[src/rtl/mem_port_arbiter.sv]
// Shares one single-ported memory between NUM_PORTS requesters using a valid/ready
// handshake, a fixed-latency response pipeline and fixed-priority or round-robin grant.
module mem_port_arbiter #(
  parameter int NUM_PORTS    = 2,
  parameter int ADDR_W       = 8,
  parameter int DATA_W       = 32,
  parameter int LATENCY      = 1,
  parameter int ARB_MODE     = 0,
  parameter int STARVE_LIMIT = 0
) (
  input  logic                          clk,
  input  logic                          rst,
  input  logic [NUM_PORTS-1:0]          req_valid,
  input  logic [NUM_PORTS-1:0]          req_we,
  input  logic [NUM_PORTS*ADDR_W-1:0]   req_addr,
  input  logic [NUM_PORTS*3-1:0]        req_func3,
  input  logic [NUM_PORTS*DATA_W-1:0]   req_wdata,
  output logic [NUM_PORTS-1:0]          req_ready,
  output logic [NUM_PORTS-1:0]          rsp_valid,
  output logic [DATA_W-1:0]             rsp_rdata,
  output logic                          mem_en,
  output logic                          mem_we,
  output logic [ADDR_W-1:0]             mem_addr,
  output logic [2:0]                    mem_func3,
  output logic [DATA_W-1:0]             mem_wdata,
  input  logic [DATA_W-1:0]             mem_rdata,
  output logic                          busy
);

  localparam int IDX_W = $clog2(NUM_PORTS);
  localparam int CNT_W = (LATENCY > 1) ? $clog2(LATENCY) : 1;
  localparam int SC_W  = (STARVE_LIMIT > 0) ? $clog2(STARVE_LIMIT + 1) : 1;

  typedef enum logic {IDLE, WAIT} state_t;

  state_t           state_reg, state_next;
  logic [CNT_W-1:0] cnt_reg, cnt_next;
  logic [IDX_W-1:0] owner_reg;
  logic             owner_we_reg;
  logic [IDX_W-1:0] rr_ptr_reg;
  logic [SC_W-1:0]  starve_reg, starve_next;

  logic [ADDR_W-1:0] addr_arr  [NUM_PORTS];
  logic [2:0]        func3_arr [NUM_PORTS];
  logic [DATA_W-1:0] wdata_arr [NUM_PORTS];

  logic [IDX_W-1:0] grant_idx;
  logic             grant_any;
  logic             accept_win;
  logic             accept;
  logic             rd_capture;

  genvar gi;
  generate
    for (gi = 0; gi < NUM_PORTS; gi++) begin : g_unpack
      assign addr_arr[gi]  = req_addr[gi*ADDR_W +: ADDR_W];
      assign func3_arr[gi] = req_func3[gi*3 +: 3];
      assign wdata_arr[gi] = req_wdata[gi*DATA_W +: DATA_W];
    end
  endgenerate

  // Round-robin walks offsets downward so the smallest offset from pointer+1 is written last.
  always_comb begin
    int idx;
    idx       = 0;
    grant_idx = '0;
    grant_any = 1'b0;
    if (ARB_MODE == 1) begin
      for (int k = NUM_PORTS; k >= 1; k--) begin
        idx = (int'(rr_ptr_reg) + k) % NUM_PORTS;
        if (req_valid[idx]) begin
          grant_idx = IDX_W'(idx);
          grant_any = 1'b1;
        end
      end
    end else begin
      for (int i = 0; i < NUM_PORTS; i++) begin
        if (req_valid[i]) begin
          grant_idx = IDX_W'(i);
          grant_any = 1'b1;
        end
      end
      if (STARVE_LIMIT > 0 && starve_reg == SC_W'(STARVE_LIMIT) && req_valid[0]) begin
        grant_idx = '0;
      end
    end
  end

  assign accept_win = (state_reg == IDLE) || (cnt_reg == '0);
  assign accept     = accept_win && grant_any && !rst;
  assign busy       = (state_reg == WAIT);

  always_comb begin
    req_ready = '0;
    rsp_valid = '0;
    if (accept) begin
      req_ready[grant_idx] = 1'b1;
    end
    if (state_reg == WAIT && cnt_reg == '0) begin
      rsp_valid[owner_reg] = 1'b1;
    end
  end

  assign mem_en    = accept;
  assign mem_we    = req_we[grant_idx];
  assign mem_addr  = addr_arr[grant_idx];
  assign mem_func3 = func3_arr[grant_idx];
  assign mem_wdata = wdata_arr[grant_idx];

  // Read data is sampled in the cycle the memory presents it: the accept cycle when
  // the memory is combinational, otherwise the cycle just before the response.
  assign rd_capture = (LATENCY == 1) ? (accept && !mem_we)
                                     : (state_reg == WAIT && cnt_reg == CNT_W'(1) && !owner_we_reg);

  always_comb begin
    state_next = state_reg;
    cnt_next   = cnt_reg;
    if (accept) begin
      state_next = WAIT;
      cnt_next   = CNT_W'(LATENCY - 1);
    end else if (state_reg == WAIT) begin
      if (cnt_reg == '0) begin
        state_next = IDLE;
      end else begin
        cnt_next = cnt_reg - CNT_W'(1);
      end
    end
  end

  always_comb begin
    starve_next = starve_reg;
    if (ARB_MODE == 0 && STARVE_LIMIT > 0) begin
      if (!req_valid[0]) begin
        starve_next = '0;
      end else if (accept_win) begin
        if (accept && grant_idx == '0) begin
          starve_next = '0;
        end else if (starve_reg != SC_W'(STARVE_LIMIT)) begin
          starve_next = starve_reg + SC_W'(1);
        end
      end
    end
  end

  always_ff @(posedge clk) begin
    if (rst) begin
      state_reg    <= IDLE;
      cnt_reg      <= '0;
      owner_reg    <= '0;
      owner_we_reg <= 1'b0;
      rr_ptr_reg   <= IDX_W'(NUM_PORTS - 1);
      starve_reg   <= '0;
      rsp_rdata    <= '0;
    end else begin
      state_reg  <= state_next;
      cnt_reg    <= cnt_next;
      starve_reg <= starve_next;
      if (accept) begin
        owner_reg    <= grant_idx;
        owner_we_reg <= mem_we;
        rr_ptr_reg   <= grant_idx;
      end
      if (rd_capture) begin
        rsp_rdata <= mem_rdata;
      end
    end
  end

endmodule

[config.mk]
export PLATFORM = sky130hd
export DESIGN_NAME = mem_port_arbiter
export DESIGN_NICKNAME = d
export VERILOG_FILES = /design/src/rtl/mem_port_arbiter.sv
export SDC_FILE = /design/constraint.sdc
export NUM_CORES = 1
export LEC_CHECK = 0
export BUFFER_PORTS_ARGS = -buffer_cell sky130_fd_sc_hd__buf_2
export CELL_PAD_IN_SITES_DETAIL_PLACEMENT = 1
export CELL_PAD_IN_SITES_GLOBAL_PLACEMENT = 1
export CORE_MARGIN = 3
export CORE_UTILIZATION = 24
export CTS_CLUSTER_DIAMETER = 120
export DETAILED_ROUTE_END_ITERATION = 10
export PLACE_DENSITY = 0.86
export SLEW_MARGIN = 20
export SYNTH_ARGS = -nofsm -noshare
export SYNTH_HDL_FRONTEND = slang
export SYNTH_SLANG_ARGS = --single-unit
[constraint.sdc]
create_clock -name clk -period 2.5 [get_ports clk]
set_input_delay 0.5 -clock clk [delete_from_list [all_inputs] [get_ports clk]]
set_output_delay 0.5 -clock clk [all_outputs]
set_load 0.1 [all_outputs]
==> impl_results.md, run 1 <==
* Mux cell area share after synthesis at between 20% and 30%
* Vias per inst at ~4.7
* Top cells by area, synth: dfxtp_1, mux2_2, a21oi_1
* Final hold slack at 0.4616 ns
* Hold buffers post-CTS at 0
* Total Die Area at slightly above 9000 µm²
* GRT Residual Overflow at 0
* Nets at 532
* Die X-Extent at between 90 and 100 µm
* Worst EP arrival at between 1.5 and 2 ns
* Cell row count at 32
* Syn Nets at between 300 and 400
* Worst flop-to-flop path endpoint: rsp_rdata[23]$_SDFFE_PP0P_
* Met1 Use GR at a little under a fifth
* Async S/R FF share, synth at 0%
* Worst Path Max Fanout at 35
* Initial Util at ~25%
* Max rail drop VDD at 250.2 µV
* Final period util at between 80 and 90%
* Setup Buffers After CTS at 0
* Chip Height at about 96 µm
* Clock transition at path regs at approximately 0.060 ns
* # port buffers at roughly 210
* Ys flop type: dfxtp_1
* Post-Synth Adder-Cell Area at 0%
* Share of the synthesized area in the top cell type at between 30% and 40%
* FMAX at around 500 MHz
* DRC at 0
* Routed vias at 2418
* Post-DP HPWL at 7.708 mm
* Clock sink count at 34
* Met2 usage at about two fifths
* Routed WL at 9.121 mm
* WHS Endpoint: rsp_rdata[30]$_SDFFE_PP0P_
* Routability congestion estimate at ~0.83
* Synth unique cells at 21
* Post-synthesis xor/xnor area fraction at 0%
* Skew final at 0 ns
* Most Used Layer, Global Route: met2
* First-pass GRT wire length at between 10 and 15 mm
* Fin. max-slew vios at 0
* CTS root buffer: clkbuf_8
* Placed cell count at 503
* DRT iter0 DRCs at 63
* Power per cell area at just under 600 nW/µm²
* Outcome: finished clean
* R2R Setup Slk at between 1.5 and 2 ns
* Yosys top cell by area: dfxtp_1
* Largest net degree at the start of global routing at 36
* CP required at ~2 ns
* Hold Path Depth at 2
* TritonCTS clock tree: yes
* Post-CTS sizing at 0
* Synth Register Bits at 34
* Max H-tree Level at 2
* Most frequent cell after synthesis: mux2_2
* TNS Setup at 0 ns
* Netlist Area Pre-Place at 1943 µm²
* Synth Area in Compound Gates at around 18%
* CTS Buf Count at 5
* Worst flop-to-flop path startpoint: rsp_rdata[23]$_SDFFE_PP0P_
* CP endpoint kind: output pin
* Worst min path class: register to register
* I/O pins at roughly 210
* Final Hold Vio Count at 0
* Worst setup path class: input pin to output pin
* R2r worst-path depth at 2
* Layout cells sized above 1 at about 70%
* Rel. slew slack at a little over three fifths
* Leak pwr at approximately 1.8 nW
* Tmin final at 2.036 ns
* Vias in the first global route at ~2700
* Syn Inst Count at around 210
* RSZ-0062 raised after global routing: no
* P&R area growth vs syn at 97.49%
* GRT Total Usage at about a fifth
* Startpoint Class: input pin
* Worst Tran Pin Value at approximately 0.56 ns
* Antenna viol nets, final at 0
* Max-cap viol count at 0
* EDFF count, synth at 0
* Sequential share of the synthesized area at roughly a third
* Hold_sp: rsp_rdata[30]$_SDFFE_PP0P_
* Average wire per standard cell at around 18 µm
* Main combinational cell family by area after synthesis: multiplexers
* Maximum clock insertion buffer count at 2
* Mean area per synthesized cell at approximately 9 µm²
* Setup violations, final at 0
* Synth top cells by count: mux2_2, dfxtp_1, a21oi_1
* Post-synthesis simple-gate area fraction at roughly 15%
* Global routing usage on met3 at between 4 and 5%
* Finished Layout Cells at 510
* Pwr Total at approximately 0.0023 W
* Clock latency on the worst-skew pair at 0.27 ns
* Yosys warnings at 0
* Largest register FFs at 32
* Initial antenna violation count at 1
* Core area at a little under 8000 µm²
* DRT Pass-1 Iters at 4
## layout make-up
| class | instances | area (µm²) |
|---|---|---|
| diodes | 1 | 2.502 |
| clock buffers | 6 | 82.58 |
| fillers | 911 | 3970 |
| inverters | 1 | 3.754 |
| multi-input cells | 153 | 1139 |
| flip-flops and latches | 34 | 680.7 |
| well taps | 102 | 127.6 |
| repair buffers | 213 | 1802 |
## routing by layer
layer  share of wire, %  vias up
met1                 34     1140
met3                7.0       14
met2                 57      112
met5                  0        -
met4                1.5        0
li1                   -     1152
## stage by stage
stage / worst slack, ns / util, % / instance area [µm²]
6_report: 0.4642 / 49.15 / 3837
5_1_grt: 0.4119 / 49.15 / 3837
4_1_cts: 0.4652 / 49.12 / 3835
3_5_place_dp: 0.4662 / 48.06 / 3752
3_3_place_gp: 0.4870 / 48.06 / 3752
2_1_floorplan: -0.1969 / - / 1956
## worst max-delay path: stages
cell    delay (ns)
buf_2         0.20
buf_12        0.23
mux2_2        0.40
buf_12        0.18
## layout by cell type (no fill, tap or decap), drive strengths merged
cell	Yosys	final
buf	14	213
mux2	44	44
dfxtp	34	34
a21oi	33	33
o21ai	32	32
nand3	32	32
clkbuf	9	6
nor2	4	4
nor2b	2	2
diode	0	1
inv	1	1
nor3	1	1
and2	1	1
nand2b	1	1
or3b	1	1
and2b	1	1
nor3b	1	1
## logic make-up after synthesis
family	Yosys count
mux	44
compound gates	65
simple gates	44
flops	34
buf+inv	24
## report_power, final
group | switching [W] | internal [W]
combinational | 0.000872 | 0.000400
sequential | 0.0000189 | 0.000574
clock | 0.000178 | 0.000212
## worst max-delay path by stage
stage	startpoint	to	slack, ns	cells after the start
2_1_floorplan	req_valid[1]	req_ready[0]	-0.20	4
3_5_place_dp	req_valid[1]	mem_wdata[0]	0.47	4
3_3_place_gp	req_valid[1]	mem_wdata[27]	0.49	4
5_1_grt	req_valid[1]	mem_wdata[27]	0.41	4
4_1_cts	req_valid[1]	mem_wdata[0]	0.47	4
6_report	req_valid[1]	mem_wdata[0]	0.46	4
(Power assumes the default switching activity.)
==> inputs of run 2 (changes only) <==
Settings changed: ABC_AREA set to 1, CORE_UTILIZATION 24 to 21, PLACE_DENSITY 0.86 to 0.83.
Clock period 2.5 ns to 1.9 ns, I/O delays scaled along.
==> run 2 against run 1 <==
Compared with the run above:
- clock power up 39%
- area after synthesis up 4.9%
- cell count increased by 37%
- clock skew unchanged
- die area rose by 19%
- hold slack got worse by 0.16 ns
- critical path depth rose by 2
- largest cell class unchanged
- highest routed layer is now met5
==> impl_results.md, run 2 <==
* # fillers at between 1000 and 1500
* Worst setup path class: input pin to output pin
* Commonest non-fill, non-tap cell in the layout: nand2_1
* Syn Inst Count at approximately 370
* Synth unique cells at 14
* EDFF count, synth at 0
* Final instance area at 3999 µm²
* TritonCTS clock tree: yes
* Antenna viol nets, final at 0
* TNS Setup at 0 ns
* CP endpoint kind: output pin
* FMAX at between 600 and 700 MHz
* RSZ-0062 raised after global routing: no
* Core area at around 9300 µm²
* Synth top cells by count: nand2_1, nor2_1, inv_1
* GRT Residual Overflow at 0
* Final period util at between 80% and 90%
* Global routing usage on met3 at around 6.2%
* Async S/R FF share, synth at 0%
* Worst Tran Pin Value at roughly 0.73 ns
* Maximum clock insertion buffer count at 2
* Most frequent cells in the layout: nand2_1, buf_2, nor2_1, buf_12, inv_1
* Area after DPL at 3908 µm²
* Met2 usage at about a third
* Sequential share of the synthesized area at around a third
* Top cells by area, synth: dfxtp_1, nand2_1, nor2_1
* Post-CTS sizing at 0
* Max-cap viol count at 0
* Largest net degree at the start of global routing at 37
* Routed WL at roughly 9.7 mm
* Nets at 692
* Average wire per standard cell at between 10 and 15 µm
* Routability congestion estimate at ~0.80
* CP max stage cell: buf_12
* Syn Nets at just under 500
* Rel. slew slack at roughly 50%
* Die X-Extent at 104.5 µm
* Skew final at 0 ns
* Outcome: finished clean
* Most frequent cell after synthesis: nand2_1
* DRT Pass-1 Iters at 4
* Netlist Area Pre-Place at 2038 µm²
* Startpoint Class: input pin
* # port buffers at 205
* Max H-tree Level at 2
* CP max stage delay at roughly 0.20 ns
* DRC at 0
* Finished Layout Cells at between 600 and 700
* Max rail drop VDD at between 200 and 300 µV
* Yosys top cell by area: dfxtp_1
* Synth Register Bits at 34
* Clock sink count at 34
* Power per cell area at 799.2 nW/µm²
* Clock transition at path regs at about 0.060 ns
* Vias in the first global route at 3313
* Ys flop type: dfxtp_1
* CP required at 1.52 ns
* Pwr Total at about 0.0032 W
* Fin. max-slew vios at 0
* Vias per inst at between 4 and 5
* Hold buffers post-CTS at 0
* Tmin final at ~1.7 ns
* DRT iter0 DRCs at a little over 80
* Share of the synthesized area in the top cell type at about 33%
* GRT Total Usage at 17.46%
* CTS Buf Count at 5
* Mean area per synthesized cell at ~5.5 µm²
* Chip Height at between 100 and 150 µm
* Worst min path class: input pin to register
* CTS root buffer: clkbuf_8
* Total Die Area at 10920 µm²
* Initial Util at roughly 22%
* Worst EP arrival at about 1.3 ns
* Setup Buffers After CTS at 0
* Placed cell count at 690
* Most Used Layer, Global Route: met2
* Layout cells sized above 1 at about two fifths
* Initial antenna violation count at 1
* Yosys warnings at 0
* Met1 Use GR at 18.30%
* CP cell instances: buf_2, inv_2, buf_12, nand2_1, nand2_1, buf_12
* Largest register FFs at 32
* Cell row count at 35
* Leak pwr at about 2.4 nW
* Worst Path Max Fanout at 36
* First-pass GRT wire length at between 15 and 20 mm
* Setup violations, final at 0
* N_diodes at 0
* Post-DP HPWL at roughly 8.2 mm
* Final Hold Vio Count at 0
* Routed vias at about 3000
* P&R area growth vs syn at 96.19%
* I/O pins at slightly above 200
* Clock latency on the worst-skew pair at 0.27 ns
## run 2: area by class of cell
type / instances / area [µm²] / area share [%]
repair buffers: 214 / 1824 / 45.62
multi-input cells: 274 / 1094 / 27.35
flip-flops and latches: 34 / 681.9 / 17.05
well taps: 129 / 161.4 / 4.036
inverters: 39 / 146.4 / 3.661
clock buffers: 7 / 86.33 / 2.159
clock inverters: 1 / 5.005 / 0.1252
## run 2: layer usage
layer / up-vias / wire length (µm)
li1: 1479 / -
met1: 1329 / 3548
met2: 129 / 5085
met3: 13 / 896
met4: 2 / 167
met5: - / 7
## run 2: critical path: cells and delay by family
family	cells	cell delay [ns]
AND/OR/NAND/NOR	2	0.21
buffers and inverters	4	0.69
## run 2: path summary, 6_finish.rpt
| check | depth (start not counted) | start | slack, ns | to |
|---|---|---|---|---|
| setup reg to reg | 2 | owner_reg$_SDFFE_PP0P_ | 1.22 | owner_reg$_SDFFE_PP0P_ |
| setup / recovery | 6 | req_valid[1] | 0.24 | mem_func3[1] |
| hold reg to reg | 2 | rsp_rdata[27]$_SDFFE_PP0P_ | 0.48 | rsp_rdata[27]$_SDFFE_PP0P_ |
| hold / removal | 2 | rst | 0.30 | owner_reg$_SDFFE_PP0P_ |
## run 2: cells by family after synthesis
logic type | count (synthesis) | synth area share (%)
DFF | 34 | 33.39
and+or+nand+nor | 272 | 52.67
buffers and inverters | 60 | 13.44
AOI/OAI and AO/OA | 2 | 0.4906
## run 2: per-stage QoR
stage                     utilization [%]  hold WS, ns  setup WS (ns)
after floorplan                         -       0.4524       -0.02604
after global placement              41.89       0.4581         0.1547
after CTS                           42.87       0.2932         0.2248
after global routing                42.87       0.2927         0.1607
after detailed placement            41.89       0.4688        0.04149
final                               42.87       0.3031         0.2380
## run 2: report_power, final
group	leakage, nW	internal [W]	switching (W)
registers	0.280	0.000768	0.0000291
clock network	0.0482	0.000292	0.000250
logic	2.03	0.000524	0.00133
total	2.36	0.00158	0.00161
==> inputs of run 3 (changes only) <==
Settings changed: CTS_BUF_LIST set to sky130_fd_sc_hd__clkbuf_8 sky130_fd_sc_hd__clkbuf_16.
==> run 3 against run 2 <==
Compared with the run above:
- non-clock buffer count unchanged
- clock-buffer cell count is 1 lower
- total power is 0.16% lower
- flip-flop and latch count stayed put
- clock power fell by 1%
- routed wire length hardly changed
- global-route usage unchanged
- register-to-register slack about the same
- cell count unchanged
- sequential share of layout area is the same
- hold slack about the same
==> impl_results.md, run 3 (same netlist as run 2, synthesis figures left out) <==
* Commonest non-fill, non-tap cell in the layout: nand2_1
* GRT Total Usage at between 15 and 20%
* Post-CTS sizing at 0
* Routed WL at 9.707 mm
* # fillers at approximately 1200
* Final period util at between 80% and 90%
* Hold buffers post-CTS at 0
* Core area at 9328 µm²
* DRT iter0 DRCs at roughly 80
* CP endpoint kind: output pin
* Clock latency on the worst-skew pair at between 0.2 and 0.3 ns
* Power per cell area at approximately 800 nW/µm²
* P&R area growth vs syn at 96.19%
* Layout cells sized above 1 at between 40% and 50%
* CP required at between 1.5 and 2 ns
* Total Die Area at 10920 µm²
* Worst setup path class: input pin to output pin
* Maximum clock insertion buffer count at 2
* CP max stage cell: buf_12
* CTS root buffer: clkbuf_8
* I/O pins at between 200 and 250
* Core Util, Final at a little over two fifths
* # port buffers at between 200 and 250
* Vias in the first global route at between 3000 and 4000
* Clock transition at path regs at 0.06 ns
* Tmin final at approximately 1.7 ns
* Clock sink count at 34
* Final hold slack at a little over 0.3 ns
* Multi-input logic area at about 1100 µm²
* Final Hold Vio Count at 0
* Outcome: finished clean
* Finished Layout Cells at 698
* Pwr Total at 0.003191 W
* Routed vias at a little under 3000
* Rel. slew slack at 51.34%
* RSZ-0062 raised after global routing: no
* Max H-tree Level at 2
* Initial antenna violation count at 1
* Chip Height at ~100 µm
* Cell row count at 35
* Most frequent cells in the layout: nand2_1, buf_2, nor2_1, buf_12, inv_1
* N_diodes at 0
* First-pass GRT wire length at roughly 16 mm
* Vias per inst at 4.229
* Largest register FFs at 32
* Max rail drop VDD at around 260 µV
* GRT Residual Overflow at 0
* Startpoint Class: input pin
* Worst Tran Pin Value at between 0.7 and 0.8 ns
* Antenna viol nets, final at 0
* Nets at 692
* Average wire per standard cell at ~14 µm
* Post-DP HPWL at just over 8 mm
* Max-cap viol count at 0
* Routability congestion estimate at approximately 0.8
* DRT Pass-1 Iters at 4
* Initial Util at a little over a fifth
* DRC at 0
* Setup Buffers After CTS at 0
* TritonCTS clock tree: yes
* FMAX at 601.7 MHz
* CP max stage delay at about 0.20 ns
* Fin. max-slew vios at 0
* TNS Setup at 0 ns
* Die X-Extent at ~100 µm
* Leak pwr at ~2.4 nW
* Worst min path class: input pin to register
* Setup violations, final at 0
* Worst EP arrival at about 1.3 ns
* Worst Path Max Fanout at 36
* Placed cell count at between 600 and 700
* Sequential standard cell area at between 600 and 700 µm²
* Largest net degree at the start of global routing at 37
* CTS Buf Count at 5
* Skew final at 0 ns
* CP cell instances: buf_2, inv_2, buf_12, nand2_1, nand2_1, buf_12
run 3: changes by cell type in the layout (fill, tap and decap cells not counted):
cell | before | now
inv_1 | 37 | 38
clkbuf_1 | 1 | 0
run 3: report_power, final:
group	switching (W)	internal, W
Sequential	0.0000291	0.000768
Combinational	0.00133	0.000524
Clock	0.000250	0.000287
run 3: path summary, 6_finish.rpt:
| check | start | to | slack, ns | depth (start not counted) |
|---|---|---|---|---|
| setup reg to reg | owner_reg$_SDFFE_PP0P_ | owner_reg$_SDFFE_PP0P_ | 1.22 | 2 |
| hold / removal | rst | owner_reg$_SDFFE_PP0P_ | 0.30 | 2 |
| hold reg to reg | rsp_rdata[27]$_SDFFE_PP0P_ | rsp_rdata[27]$_SDFFE_PP0P_ | 0.48 | 2 |
| setup / recovery | req_valid[1] | mem_func3[1] | 0.24 | 6 |
run 3: layout make-up:
cell class | instances | area share, %
Clock buffer | 6 | 2.065
Clock inverter | 2 | 0.2190
Inverter | 39 | 3.661
Multi-Input combinational cell | 274 | 27.35
Sequential cell | 34 | 17.05
Tap cell | 129 | 4.036
Timing Repair Buffer | 214 | 45.62
run 3: critical path, delay by kind of cell:
family / cells / cell delay [ns]
buffers and inverters: 4 / 0.69
AND/OR/NAND/NOR: 2 / 0.21
run 3: metrics by stage:
stage / area, µm² / setup WS [ns]
3_5_place_dp: 3908 / 0.04149
4_1_cts: 3999 / 0.2248
6_report: 3999 / 0.2380
5_1_grt: 3999 / 0.1607
3_3_place_gp: 3908 / 0.1547
2_1_floorplan: 2049 / -0.02604
run 3: per-layer routing:
layer | up-vias | track usage, % | wire, µm
met5 | - | 0 | 7
met4 | 2 | 3.989 | 167
met3 | 13 | 6.207 | 896
met2 | 129 | 33.03 | 5085
met1 | 1329 | 18.30 | 3550
li1 | 1479 | - | -
